## src/rtl/pic_pkg.sv

```systemverilog
// pic_pkg: shared types and codes for the pic_cmd_sequencer slice.
//   state_t : initialisation sequencer states (S_IDLE .. S_READY)
//   RS_*    : read_sel source codes driven towards the PIC read mux
//   WF_*    : word_flag codes identifying the last committed command word
package pic_pkg;

  typedef enum logic [2:0] {
    S_IDLE  = 3'd0,
    S_ICW2  = 3'd1,
    S_ICW3  = 3'd2,
    S_ICW4  = 3'd3,
    S_READY = 3'd4
  } state_t;

  typedef enum logic [2:0] {
    RS_NONE = 3'b000,
    RS_IRR  = 3'b001,
    RS_IMR  = 3'b011,
    RS_ISR  = 3'b101,
    RS_POLL = 3'b100
  } rsel_t;

  typedef enum logic [2:0] {
    WF_ICW1 = 3'd0,
    WF_ICW2 = 3'd1,
    WF_ICW3 = 3'd2,
    WF_ICW4 = 3'd3,
    WF_OCW1 = 3'd4,
    WF_OCW2 = 3'd5,
    WF_OCW3 = 3'd6
  } wflag_t;

endpackage

```

## src/rtl/pic_cmd_sequencer_if.sv

```systemverilog
// pic_cmd_sequencer_if: CPU-side bus pins of the 8259-style PIC.
//   CS_n, WR_n, RD_n, A0 : chip select, strobes and address (active-low strobes)
//   data_in              : write data, DATA_W bits
//   master modport drives the pins (CPU / bench), slave modport receives them.
// Bus semantics: there is no valid/ready pair. A write cycle is any clock
// where CS_n=0, WR_n=0, RD_n=1 is sampled; it commits on the first clock that
// samples WR_n=1 afterwards. A read cycle is CS_n=0, RD_n=0, WR_n=1. Both
// strobes low together is not a cycle at all. The slave never stalls.
interface pic_cmd_sequencer_if #(
  parameter int DATA_W = 8
);
  logic              CS_n;
  logic              WR_n;
  logic              RD_n;
  logic              A0;
  logic [DATA_W-1:0] data_in;

  modport master (output CS_n, WR_n, RD_n, A0, data_in);
  modport slave  (input  CS_n, WR_n, RD_n, A0, data_in);
endinterface

```

## src/rtl/pic_bus_strobe.sv

```systemverilog
// pic_bus_strobe: turns sampled bus pins into edge-qualified events.
//   clk, rst      : system clock, async active-high reset
//   *_i           : raw CS_n/WR_n/RD_n/A0/data pins
//   commit_o      : high during the clock whose edge commits a write
//   cap_a0_o/cap_data_o : A0/data from the last active write sample
//   rd_act_o      : read cycle active this clock
//   rd_end_o      : first clock sampling RD_n=1 after an active read
module pic_bus_strobe #(
  parameter int DATA_W = 8
) (
  input  logic              clk,
  input  logic              rst,
  input  logic              cs_n_i,
  input  logic              wr_n_i,
  input  logic              rd_n_i,
  input  logic              a0_i,
  input  logic [DATA_W-1:0] data_i,
  output logic              commit_o,
  output logic              cap_a0_o,
  output logic [DATA_W-1:0] cap_data_o,
  output logic              rd_act_o,
  output logic              rd_end_o
);
  logic              wr_act;
  logic              wr_pend_q;
  logic              rd_pend_q;
  logic              cap_a0_q;
  logic [DATA_W-1:0] cap_data_q;

  assign wr_act   = !cs_n_i && !wr_n_i && rd_n_i;
  assign rd_act_o = !cs_n_i && !rd_n_i && wr_n_i;

  // The pending flag follows only the most recent sample: a low WR_n sample
  // without chip select (or with RD_n also low) cancels an earlier capture.
  assign commit_o   = wr_pend_q && wr_n_i;
  assign rd_end_o   = rd_pend_q && rd_n_i;
  assign cap_a0_o   = cap_a0_q;
  assign cap_data_o = cap_data_q;

  always_ff @(posedge clk or posedge rst) begin
    if (rst) begin
      wr_pend_q  <= 1'b0;
      rd_pend_q  <= 1'b0;
      cap_a0_q   <= 1'b0;
      cap_data_q <= '0;
    end else begin
      wr_pend_q <= wr_act;
      if (wr_act) begin
        cap_a0_q   <= a0_i;
        cap_data_q <= data_i;
      end
      if (rd_act_o) begin
        rd_pend_q <= 1'b1;
      end else if (rd_n_i) begin
        rd_pend_q <= 1'b0;
      end
    end
  end
endmodule

```

## src/rtl/pic_cmd_sequencer.sv

```systemverilog
// pic_cmd_sequencer: ICW/OCW command-word sequencer for an 8259-style PIC.
//   clk, rst          : system clock, async active-high reset
//   bus               : pic_cmd_sequencer_if.slave (CS_n, WR_n, RD_n, A0, data_in)
//   icw1_q..icw4_q    : stored initialisation words
//   ocw1_q..ocw3_q    : stored operation words (ocw1_q is the IMR)
//   word_flag/word_strb : last committed word code / one-cycle commit pulse
//   read_sel          : registered read-source code (RS_*)
//   init_done, seq_err: READY indicator, sticky sequencing error
//   dbg_state         : current sequencer state
// Build option: define PIC_POLL_EN to enable the OCW3 poll command.
module pic_cmd_sequencer
  import pic_pkg::*;
#(
  parameter int                DATA_W  = 8,
  parameter logic [DATA_W-1:0] IMR_RST = {DATA_W{1'b0}}
) (
  input  logic              clk,
  input  logic              rst,
  pic_cmd_sequencer_if.slave bus,
  output logic [DATA_W-1:0] icw1_q,
  output logic [DATA_W-1:0] icw2_q,
  output logic [DATA_W-1:0] icw3_q,
  output logic [DATA_W-1:0] icw4_q,
  output logic [DATA_W-1:0] ocw1_q,
  output logic [DATA_W-1:0] ocw2_q,
  output logic [DATA_W-1:0] ocw3_q,
  output logic [2:0]        word_flag,
  output logic              word_strb,
  output logic [2:0]        read_sel,
  output logic              init_done,
  output logic              seq_err,
  output state_t            dbg_state
);
  logic              commit, cap_a0, rd_act, rd_end;
  logic [DATA_W-1:0] cap_data;
  state_t            state_q, state_d;
  logic              accept, err;
  logic [2:0]        wf;
  logic              rl_isr_q;   // read latch: 0 = IRR, 1 = ISR
  logic              poll_armed;

  pic_bus_strobe #(.DATA_W(DATA_W)) u_strobe (
    .clk        (clk),
    .rst        (rst),
    .cs_n_i     (bus.CS_n),
    .wr_n_i     (bus.WR_n),
    .rd_n_i     (bus.RD_n),
    .a0_i       (bus.A0),
    .data_i     (bus.data_in),
    .commit_o   (commit),
    .cap_a0_o   (cap_a0),
    .cap_data_o (cap_data),
    .rd_act_o   (rd_act),
    .rd_end_o   (rd_end)
  );

  always_ff @(posedge clk or posedge rst) begin
    if (rst) state_q <= S_IDLE;
    else     state_q <= state_d;
  end

  // Decode of a committed word. ICW1 wins in every state; everything else
  // depends on where we are in the initialisation sequence.
  always_comb begin
    state_d = state_q;
    accept  = 1'b0;
    err     = 1'b0;
    wf      = WF_ICW1;
    if (commit) begin
      if (!cap_a0 && cap_data[4]) begin
        accept  = 1'b1;
        state_d = S_ICW2;
      end else begin
        case (state_q)
          S_IDLE: err = 1'b1;
          S_ICW2: begin
            if (cap_a0) begin
              accept = 1'b1;
              wf     = WF_ICW2;
              if (!icw1_q[1])     state_d = S_ICW3;   // cascade mode
              else if (icw1_q[0]) state_d = S_ICW4;
              else                state_d = S_READY;
            end else err = 1'b1;
          end
          S_ICW3: begin
            if (cap_a0) begin
              accept = 1'b1;
              wf     = WF_ICW3;
              if (icw1_q[0]) state_d = S_ICW4;
              else           state_d = S_READY;
            end else err = 1'b1;
          end
          S_ICW4: begin
            if (cap_a0) begin
              accept  = 1'b1;
              wf      = WF_ICW4;
              state_d = S_READY;
            end else err = 1'b1;
          end
          S_READY: begin
            accept = 1'b1;
            if (cap_a0)           wf = WF_OCW1;
            else if (!cap_data[3]) wf = WF_OCW2;
            else                  wf = WF_OCW3;
          end
          default: state_d = S_IDLE;
        endcase
      end
    end
  end

  always_ff @(posedge clk or posedge rst) begin
    if (rst) begin
      icw1_q    <= '0;
      icw2_q    <= '0;
      icw3_q    <= '0;
      icw4_q    <= '0;
      ocw1_q    <= IMR_RST;
      ocw2_q    <= '0;
      ocw3_q    <= '0;
      word_flag <= WF_ICW1;
      word_strb <= 1'b0;
      seq_err   <= 1'b0;
      rl_isr_q  <= 1'b0;
      read_sel  <= RS_NONE;
    end else begin
      word_strb <= accept;
      if (accept) word_flag <= wf;
      if (err)    seq_err   <= 1'b1;
      if (accept) begin
        case (wf)
          WF_ICW1: begin
            icw1_q   <= cap_data;
            icw2_q   <= '0;
            icw3_q   <= '0;
            icw4_q   <= '0;
            ocw1_q   <= IMR_RST;
            rl_isr_q <= 1'b0;
            seq_err  <= 1'b0;
          end
          WF_ICW2: icw2_q <= cap_data;
          WF_ICW3: icw3_q <= cap_data;
          WF_ICW4: icw4_q <= cap_data;
          WF_OCW1: ocw1_q <= cap_data;
          WF_OCW2: ocw2_q <= cap_data;
          WF_OCW3: begin
            ocw3_q <= cap_data;
            if (cap_data[1]) rl_isr_q <= cap_data[0];  // 0x leaves latch alone
          end
          default: ;
        endcase
      end
      if (rd_act) begin
        if (bus.A0)          read_sel <= RS_IMR;
        else if (poll_armed) read_sel <= RS_POLL;
        else if (rl_isr_q)   read_sel <= RS_ISR;
        else                 read_sel <= RS_IRR;
      end else begin
        read_sel <= RS_NONE;
      end
    end
  end

`ifdef PIC_POLL_EN
  logic poll_q, poll_rd_q;   // armed / a poll read has been served

  always_ff @(posedge clk or posedge rst) begin
    if (rst) begin
      poll_q    <= 1'b0;
      poll_rd_q <= 1'b0;
    end else if (accept && wf == WF_ICW1) begin
      poll_q    <= 1'b0;
      poll_rd_q <= 1'b0;
    end else if (accept && wf == WF_OCW3 && cap_data[2]) begin
      poll_q <= 1'b1;
    end else if (rd_act && !bus.A0 && poll_q) begin
      poll_rd_q <= 1'b1;
    end else if (rd_end && poll_rd_q) begin
      poll_q    <= 1'b0;
      poll_rd_q <= 1'b0;
    end
  end

  assign poll_armed = poll_q;
`else
  logic unused_rd_end;
  assign unused_rd_end = rd_end;
  assign poll_armed    = 1'b0;
`endif

  assign init_done = (state_q == S_READY);
  assign dbg_state = state_q;
endmodule

```

## src/flat_wrapper.sv

```systemverilog
// flat-port wrapper written by rule: the top's interface ports become plain ports
module pic_cmd_sequencer_flat import pic_pkg::*;
#(
  parameter int                DATA_W  = 8,
  parameter logic [DATA_W-1:0] IMR_RST = {DATA_W{1'b0}}
)
  (clk, rst, icw1_q, icw2_q, icw3_q, icw4_q, ocw1_q, ocw2_q, ocw3_q, word_flag, word_strb, read_sel, init_done, seq_err, dbg_state, bus_CS_n, bus_WR_n, bus_RD_n, bus_A0, bus_data_in);
  pic_cmd_sequencer_if #(.DATA_W(DATA_W)) bus_i ();
  input  logic clk;
  input  logic rst;
  output logic [DATA_W-1:0] icw1_q;
  output logic [DATA_W-1:0] icw2_q;
  output logic [DATA_W-1:0] icw3_q;
  output logic [DATA_W-1:0] icw4_q;
  output logic [DATA_W-1:0] ocw1_q;
  output logic [DATA_W-1:0] ocw2_q;
  output logic [DATA_W-1:0] ocw3_q;
  output logic [2:0] word_flag;
  output logic word_strb;
  output logic [2:0] read_sel;
  output logic init_done;
  output logic seq_err;
  output state_t dbg_state;
  input wire logic [$bits(bus_i.CS_n)-1:0] bus_CS_n;
  input wire logic [$bits(bus_i.WR_n)-1:0] bus_WR_n;
  input wire logic [$bits(bus_i.RD_n)-1:0] bus_RD_n;
  input wire logic [$bits(bus_i.A0)-1:0] bus_A0;
  input wire logic [$bits(bus_i.data_in)-1:0] bus_data_in;
  assign bus_i.CS_n = bus_CS_n;
  assign bus_i.WR_n = bus_WR_n;
  assign bus_i.RD_n = bus_RD_n;
  assign bus_i.A0 = bus_A0;
  assign bus_i.data_in = bus_data_in;
  pic_cmd_sequencer #(.DATA_W(DATA_W), .IMR_RST(IMR_RST)) u_core (.clk(clk), .rst(rst), .bus(bus_i), .icw1_q(icw1_q), .icw2_q(icw2_q), .icw3_q(icw3_q), .icw4_q(icw4_q), .ocw1_q(ocw1_q), .ocw2_q(ocw2_q), .ocw3_q(ocw3_q), .word_flag(word_flag), .word_strb(word_strb), .read_sel(read_sel), .init_done(init_done), .seq_err(seq_err), .dbg_state(dbg_state));
endmodule
```

## config.mk

```make
export PLATFORM = sky130hd
export DESIGN_NAME = pic_cmd_sequencer_flat
export DESIGN_NICKNAME = d
export VERILOG_FILES = /design/src/rtl/pic_pkg.sv /design/src/rtl/pic_cmd_sequencer_if.sv /design/src/rtl/pic_bus_strobe.sv /design/src/rtl/pic_cmd_sequencer.sv /design/src/flat_wrapper.sv
export SDC_FILE = /design/constraint.sdc
export NUM_CORES = 1
export LEC_CHECK = 0
export ABC_CLOCK_PERIOD_IN_PS = 6910
export CORE_MARGIN = 4
export CORE_UTILIZATION = 40
export DETAILED_ROUTE_END_ITERATION = 8
export DONT_BUFFER_PORTS = 1
export GPL_TIMING_DRIVEN = 0
export PLACE_DENSITY_LB_ADDON = 0.2
export RECOVER_POWER = 100
export SKIP_CTS_REPAIR_TIMING = 1
export SYNTH_ARGS = -nofsm -noshare
export SYNTH_HDL_FRONTEND = slang
export SYNTH_SLANG_ARGS = --single-unit
export TNS_END_PERCENT = 5
```

## constraint.sdc

```tcl
create_clock -name clk -period 6.91 [get_ports clk]
set_clock_uncertainty 0.1 [all_clocks]
set_input_delay 1.0365 -clock clk [delete_from_list [all_inputs] [get_ports clk]]
set_output_delay 1.0365 -clock clk [all_outputs]
set_load 0.01 [all_outputs]
```

After elaboration in Yosys (flattened, before gate mapping)
Index checks and enable logic that the tools add are counted.
{"block": "word_totals", "regBits": 78, "input_bits": 14, "out_inout_bits": 68, "word_cells": 94}
{"block": "op_classes", "n_eq_ne": 15, "muxes": 35, "n_reduce_logical": 28}
{"operator": "one-hot mux 8 bit (2 select lines)", "n": 4}
{"operator": "2-to-1 mux 3 bit", "n": 12}
{"operator": "one-hot mux 3 bit (4 select lines)", "n": 2}
{"operator": "AND reduction 2 bit", "n": 7}
{"operator": "equality test 3 x 2 -> 1 bit (second input constant)", "n": 4}
{"operator": "equality test 3 bit (second input constant)", "n": 4}
{"operator": "2-to-1 mux 1 bit", "n": 11}
{"operator": "nonzero test 2 bit", "n": 5}
{"operator": "!= test 3 x 2 -> 1 bit (second input constant)", "n": 3}
{"operator": "equality test 3 x 1 -> 1 bit (second input constant)", "n": 2}
{"operator": "logical AND 1 bit", "n": 6}
{"operator": "zero test 3 bit", "n": 2}
{"operator": "2-to-1 mux 2 bit", "n": 3}
{"operator": "one-hot mux 1 bit (2 select lines)", "n": 3}
{"operator": "AND reduction 5 bit", "n": 1}
{"operator": "zero test 1 bit", "n": 4}
{"operator": "AND reduction 3 bit", "n": 1}
{"operator": "OR reduction 3 bit", "n": 1}
{"operator": "!= test 2 x 1 -> 1 bit (second input constant)", "n": 1}
{"operator": "!= test 2 bit (second input constant)", "n": 1}
{"operator": "OR reduction 2 bit", "n": 1}

Logic depth before layout (Yosys ltp)
{"block": "depth", "word_depth": 8, "ltp_mapped": 6, "mapped_depth_nobuf": 4}

Modules after synthesis
A second synthesis with hierarchy kept.
{"block": "unflattened", "cells_unflattened": 307, "hier_area_um2": 3393.3}
{"module": "pic_cmd_sequencer", "instances": 1, "cells_each": 278, "area_per_inst_um2": 2956.6, "seq_area_each_um2": 1701.6}
{"module": "pic_bus_strobe", "instances": 1, "cells_each": 29, "area_per_inst_um2": 436.7, "seq_area_each_um2": 275.3}

Least setup slack after synthesis
OpenSTA, ideal clock, no wires.
{"block": "synth_timing", "kind": "in2reg", "startpoint": "input port bus_WR_n", "endpoint": "register u_core.ocw2_q[0]", "setup_ns": 0.125, "t_arrival_ns": 1.912, "required_ns": 6.685, "path_slack_ns": 4.774, "path_stages": 4, "n_path_buf": 0, "path_cell_list": "nand2_2 nor2_1 nand3_2 mux2_2"}
{"block": "synth_between", "elab_chain_len": 4, "elab_cells_between_ends": 5, "classes_between": "eq/ne: 1; mux: 2; reduce/logical: 2"}
{"item": "start: declaration", "line_no": "flat_wrapper.sv:25", "text": "input wire logic [$bits(bus_i.WR_n)-1:0] bus_WR_n;"}
{"item": "logical AND 1 bit (*)", "line_no": "pic_bus_strobe.sv:35", "text": "assign commit_o = wr_pend_q && wr_n_i;"}
{"item": "2-to-1 mux 3 bit", "line_no": "pic_cmd_sequencer.sv:69", "text": "if (commit) begin"}
{"item": "equality test 3 bit", "line_no": "pic_cmd_sequencer.sv:131", "text": "case (wf)"}
{"item": "AND reduction 2 bit (no source line) (*)"}
{"item": "end signal: assignment", "line_no": "pic_cmd_sequencer.sv:145", "text": "WF_OCW2: ocw2_q <= cap_data;"}
{"item": "end: declaration", "line_no": "pic_cmd_sequencer.sv:25", "text": "output logic [DATA_W-1:0] ocw2_q,"}
Every way passes the cells marked *; elsewhere a longest branch is shown, timed or not.
A chain may end at the register's enable or synchronous reset.

==> impl_table.tex <==
\begin{tabular}{lr}
\hline
Metric & Value \\
\hline
\multicolumn{2}{l}{\textbf{Worst hold path}} \\
Hold Path Origin & u\_core.rl\_isr\_q \\
Class of the tightest hold or removal check & reg -> reg \\
Cell count of the worst hold path & 1 \\
Endpoint of the worst hold-timing path & u\_core.rl\_isr\_q \\
\multicolumn{2}{l}{\textbf{Synthesis}} \\
Most instantiated flip-flop cell in the synthesis netlist & dfrtp\_1 \\
Yosys Warn Count & 0 \\
Netlist cell types & 37 \\
Synth async-reset ratio & 1.00 \\
Post-synth top area share & 0.616 \\
Cell area after synthesis & 3170 um2 \\
Dominant cell type by area after synthesis & dfrtp\_1 \\
Mean post-synth cell area & 10.9 um2 \\
Synth top area cells & dfrtp\_1 (62\%), o21ai\_0 (7.0\%), nand2\_1 (5.8\%), mux2\_2 (5.0\%), a22o\_1 (1.9\%) \\
Most frequent cells after synthesis & dfrtp\_1 (78), nand2\_1 (49), o21ai\_0 (44), mux2\_2 (14), nand3\_1 (12) \\
Top-count cell post-synth & dfrtp\_1 \\
Gate count of the mapped netlist & 290 \\
Number of enable-type register cells in the synthesized netlist & 0 \\
Sequential element share of the synthesized area & 0.616 \\
Register bit count reported by yosys & 78 \\
Synthesized Nets & about 300 \\
\multicolumn{2}{l}{\textbf{Power and ir drop}} \\
Power per unit of standard cell area & 339 nW/um2 \\
Worst-case vdd ir drop & 0.144 mV \\
Total leakage power & approximately 1.5 nW \\
Total power & 1.16 mW \\
\multicolumn{2}{l}{\textbf{Global route}} \\
Pin count of the biggest net entering global routing & 53 \\
Number of antenna violations at the first check in global routing & 0 \\
Wire length of the first global-routing pass & 13.3 mm \\
Total routing usage reported by global routing & 0.181 \\
Vias in the first global route & 2300 \\
Residual overflow from global routing & 0 \\
\multicolumn{2}{l}{\textbf{CTS}} \\
Clock input transition at the sequential cells of the worst setup and hold paths & around 80 ps \\
Clk Latency, worst-skew pair & approximately 360 ps \\
Clock tree buffer depth & 2 \\
Sinks on Clock Net & 78 \\
Depth of the CTS H-tree & 3 \\
CTS tree & yes \\
Root cell of the clock tree & clkbuf\_8 \\
Number of clock buffers inserted by TritonCTS & 9 \\
\multicolumn{2}{l}{\textbf{Layout}} \\
Cell Count, Final, Fillers Out & 409 \\
Layout area overhead & 8.33\% \\
Total area of multi-input combinational cells & 1070 um2 \\
Area occupied by registers & 1950 um2 \\
Share of layout cells above drive strength 1 & 0.121 \\
Final Cell Area & 3430 um2 \\
Share of the core filled with cells & 0.444 \\
Fill cell count & 746 \\
Number of diodes & 0 \\
Number of nets in the finished design & $\sim$320 \\
\multicolumn{2}{l}{\textbf{Floorplan}} \\
Standard cell core area & about 7700 um2 \\
Number of placed I/O pins & 82 \\
Total number of placement rows & 32 \\
Starting Density & 0.410 \\
Vert. Die Dim & 97.0 um \\
Area of the die & around 9400 um2 \\
Die outline width & between 90 and 100 um \\
\multicolumn{2}{l}{\textbf{Setup path}} \\
Critical Path Sink Type & asynchronous set/reset pin \\
Buf+Inv Stages, Crit Path & 2 \\
Critical-path top delay cell & clkbuf\_1 \\
Worst R2R Path Depth & 3 \\
Worst endpoint required time & 6690 ps \\
Cell breakdown of the critical path & clkinvlp\_2 > clkbuf\_1 \\
WP data arrival & 3750 ps \\
Endpoint of the worst register-to-register path & u\_core.ocw2\_q[0] \\
Worst path max stage delay & 2010 ps \\
Crit Path Category & in -> async \\
Startpoint of the most critical register-to-register path & u\_core.dbg\_state[2] \\
Startpoint types & primary input \\
Family of cells with the greatest summed delay on the critical path & buffers and inverters \\
Maximum fanout along the worst path & 52 \\
Start point of the critical path & rst \\
Worst R2R Setup Slack & roughly 4500 ps \\
\multicolumn{2}{l}{\textbf{Run status}} \\
Result of the run & finished with violations \\
Violated checks & max-capacitance violations, max-slew violations \\
\multicolumn{2}{l}{\textbf{STA}} \\
Unrepaired setup endpoints after global routing & no \\
Final-report max-slew violation count & 53 \\
Final period demand of the worst path & 3980 ps \\
Smallest setup slack after layout & 2930 ps \\
Worst slew slack as a fraction of its limit & -0.834 \\
Total negative slack for setup checks & 0 ps \\
Number of setup violations in the final report & 0 \\
Actual transition at the worst max-transition pin & 2750 ps \\
Fin. Hold Viols & 0 \\
Share of the clock period used by the worst path & 0.575 \\
Worst Hold Slack & a little over 400 ps \\
Max Fclk & 0.252 GHz \\
\multicolumn{2}{l}{\textbf{Detailed routing}} \\
Count of unresolved DRC violations after routing & 0 \\
Iteration count of the initial detailed-routing pass & 6 \\
Number of nets still failing antenna checks after routing & 0 \\
Routed WL per cell & 19.8 um \\
First DRT Iteration DRCs & roughly 170 \\
Total Routed Length & 8.10 mm \\
Routed vias/inst & 5.43 \\
Overall via count from detail\_route & 2220 \\
\multicolumn{2}{l}{\textbf{Placement}} \\
I/O Buffers & 0 \\
HPWL reported at the end of detailed placement & 5.64 mm \\
Weighted congestion reported at the end of routability-driven placement & 0.874 \\
Worst setup slack after placement & roughly 4500 ps \\
DP Cell Count & 393 \\
DP Area & 3330 um2 \\
\multicolumn{2}{l}{\textbf{Run}} \\
Max cap viols & 1 \\
\hline
\end{tabular}
[per-layer routing]
metal | global-route usage | routed length [um] | up-vias
met5 | 0 | 0 | -
met3 | 0.0779 | 817 | 14
li1 | - | - | 1027
met4 | 0.0691 | 164 | 0
met2 | 0.262 | 3600 | 83
met1 | 0.241 | 3530 | 1096
[layout make-up]
class	instances	area share
buffer	14	0.0175
clock buffer	9	0.0361
clock inverter	7	0.0160
inverter	10	0.0113
multi-input combinational	188	0.312
sequential	78	0.569
tap	102	0.0372
timing repair buffer	1	0.00109
[cells by family after synthesis]
family,share of synthesized area
AND/OR/NAND/NOR,0.170
flip-flops,0.616
AO/OA/AOI/OAI,0.132
buffers and inverters,0.0320
multiplexers,0.0498
[how the worst max path moves through the flow]
stage | endpoint | slack [ps] | cells past startpoint
6_report | u_core.icw3_q[2] | 2930 | 2
2_1_floorplan | u_core.dbg_state[0] | 3780 | 1
3_3_place_gp | u_core.icw1_q[3] | 2890 | 1
5_1_grt | u_core.icw3_q[2] | 2180 | 2
3_5_place_dp | u_core.u_strobe.cap_data_o[5] | 4460 | 3
4_1_cts | init_done | 4390 | 1
[registers in the layout, summed over array words and instances, names as in the netlist]
name                        cells
u_core.dbg_state                3
u_core.icw1_q                   8
u_core.icw2_q                   8
u_core.icw3_q                   8
u_core.icw4_q                   8
u_core.ocw1_q                   8
u_core.ocw2_q                   8
u_core.ocw3_q                   8
u_core.read_sel                 3
u_core.rl_isr_q                 1
u_core.seq_err                  1
u_core.u_strobe.cap_a0_o        1
u_core.u_strobe.cap_data_o      8
u_core.u_strobe.wr_pend_q       1
u_core.word_flag                3
u_core.word_strb                1
[power breakdown]
part | switching (mW) | internal, mW
registers | 0.124 | 0.538
clock network | 0.178 | 0.134
logic | 0.117 | 0.0729
total | 0.418 | 0.744
[cell usage in the layout (no fill, tap or decap), types with 4 or more instances in the layout]
| cell type | n |
|---|---|
| inv_1 | 9 |
| nand2_1 | 50 |
| dfrtp_1 | 78 |
| clkbuf_1 | 11 |
| a22o_1 | 7 |
| nor3b_1 | 5 |
| mux2_2 | 14 |
| and2_0 | 4 |
| nand3_1 | 14 |
| a21oi_1 | 7 |
| nand2b_1 | 6 |
| clkbuf_8 | 9 |
| nor2_1 | 9 |
| o21ai_0 | 45 |
No activity file was read; power rests on OpenSTA's default activity.
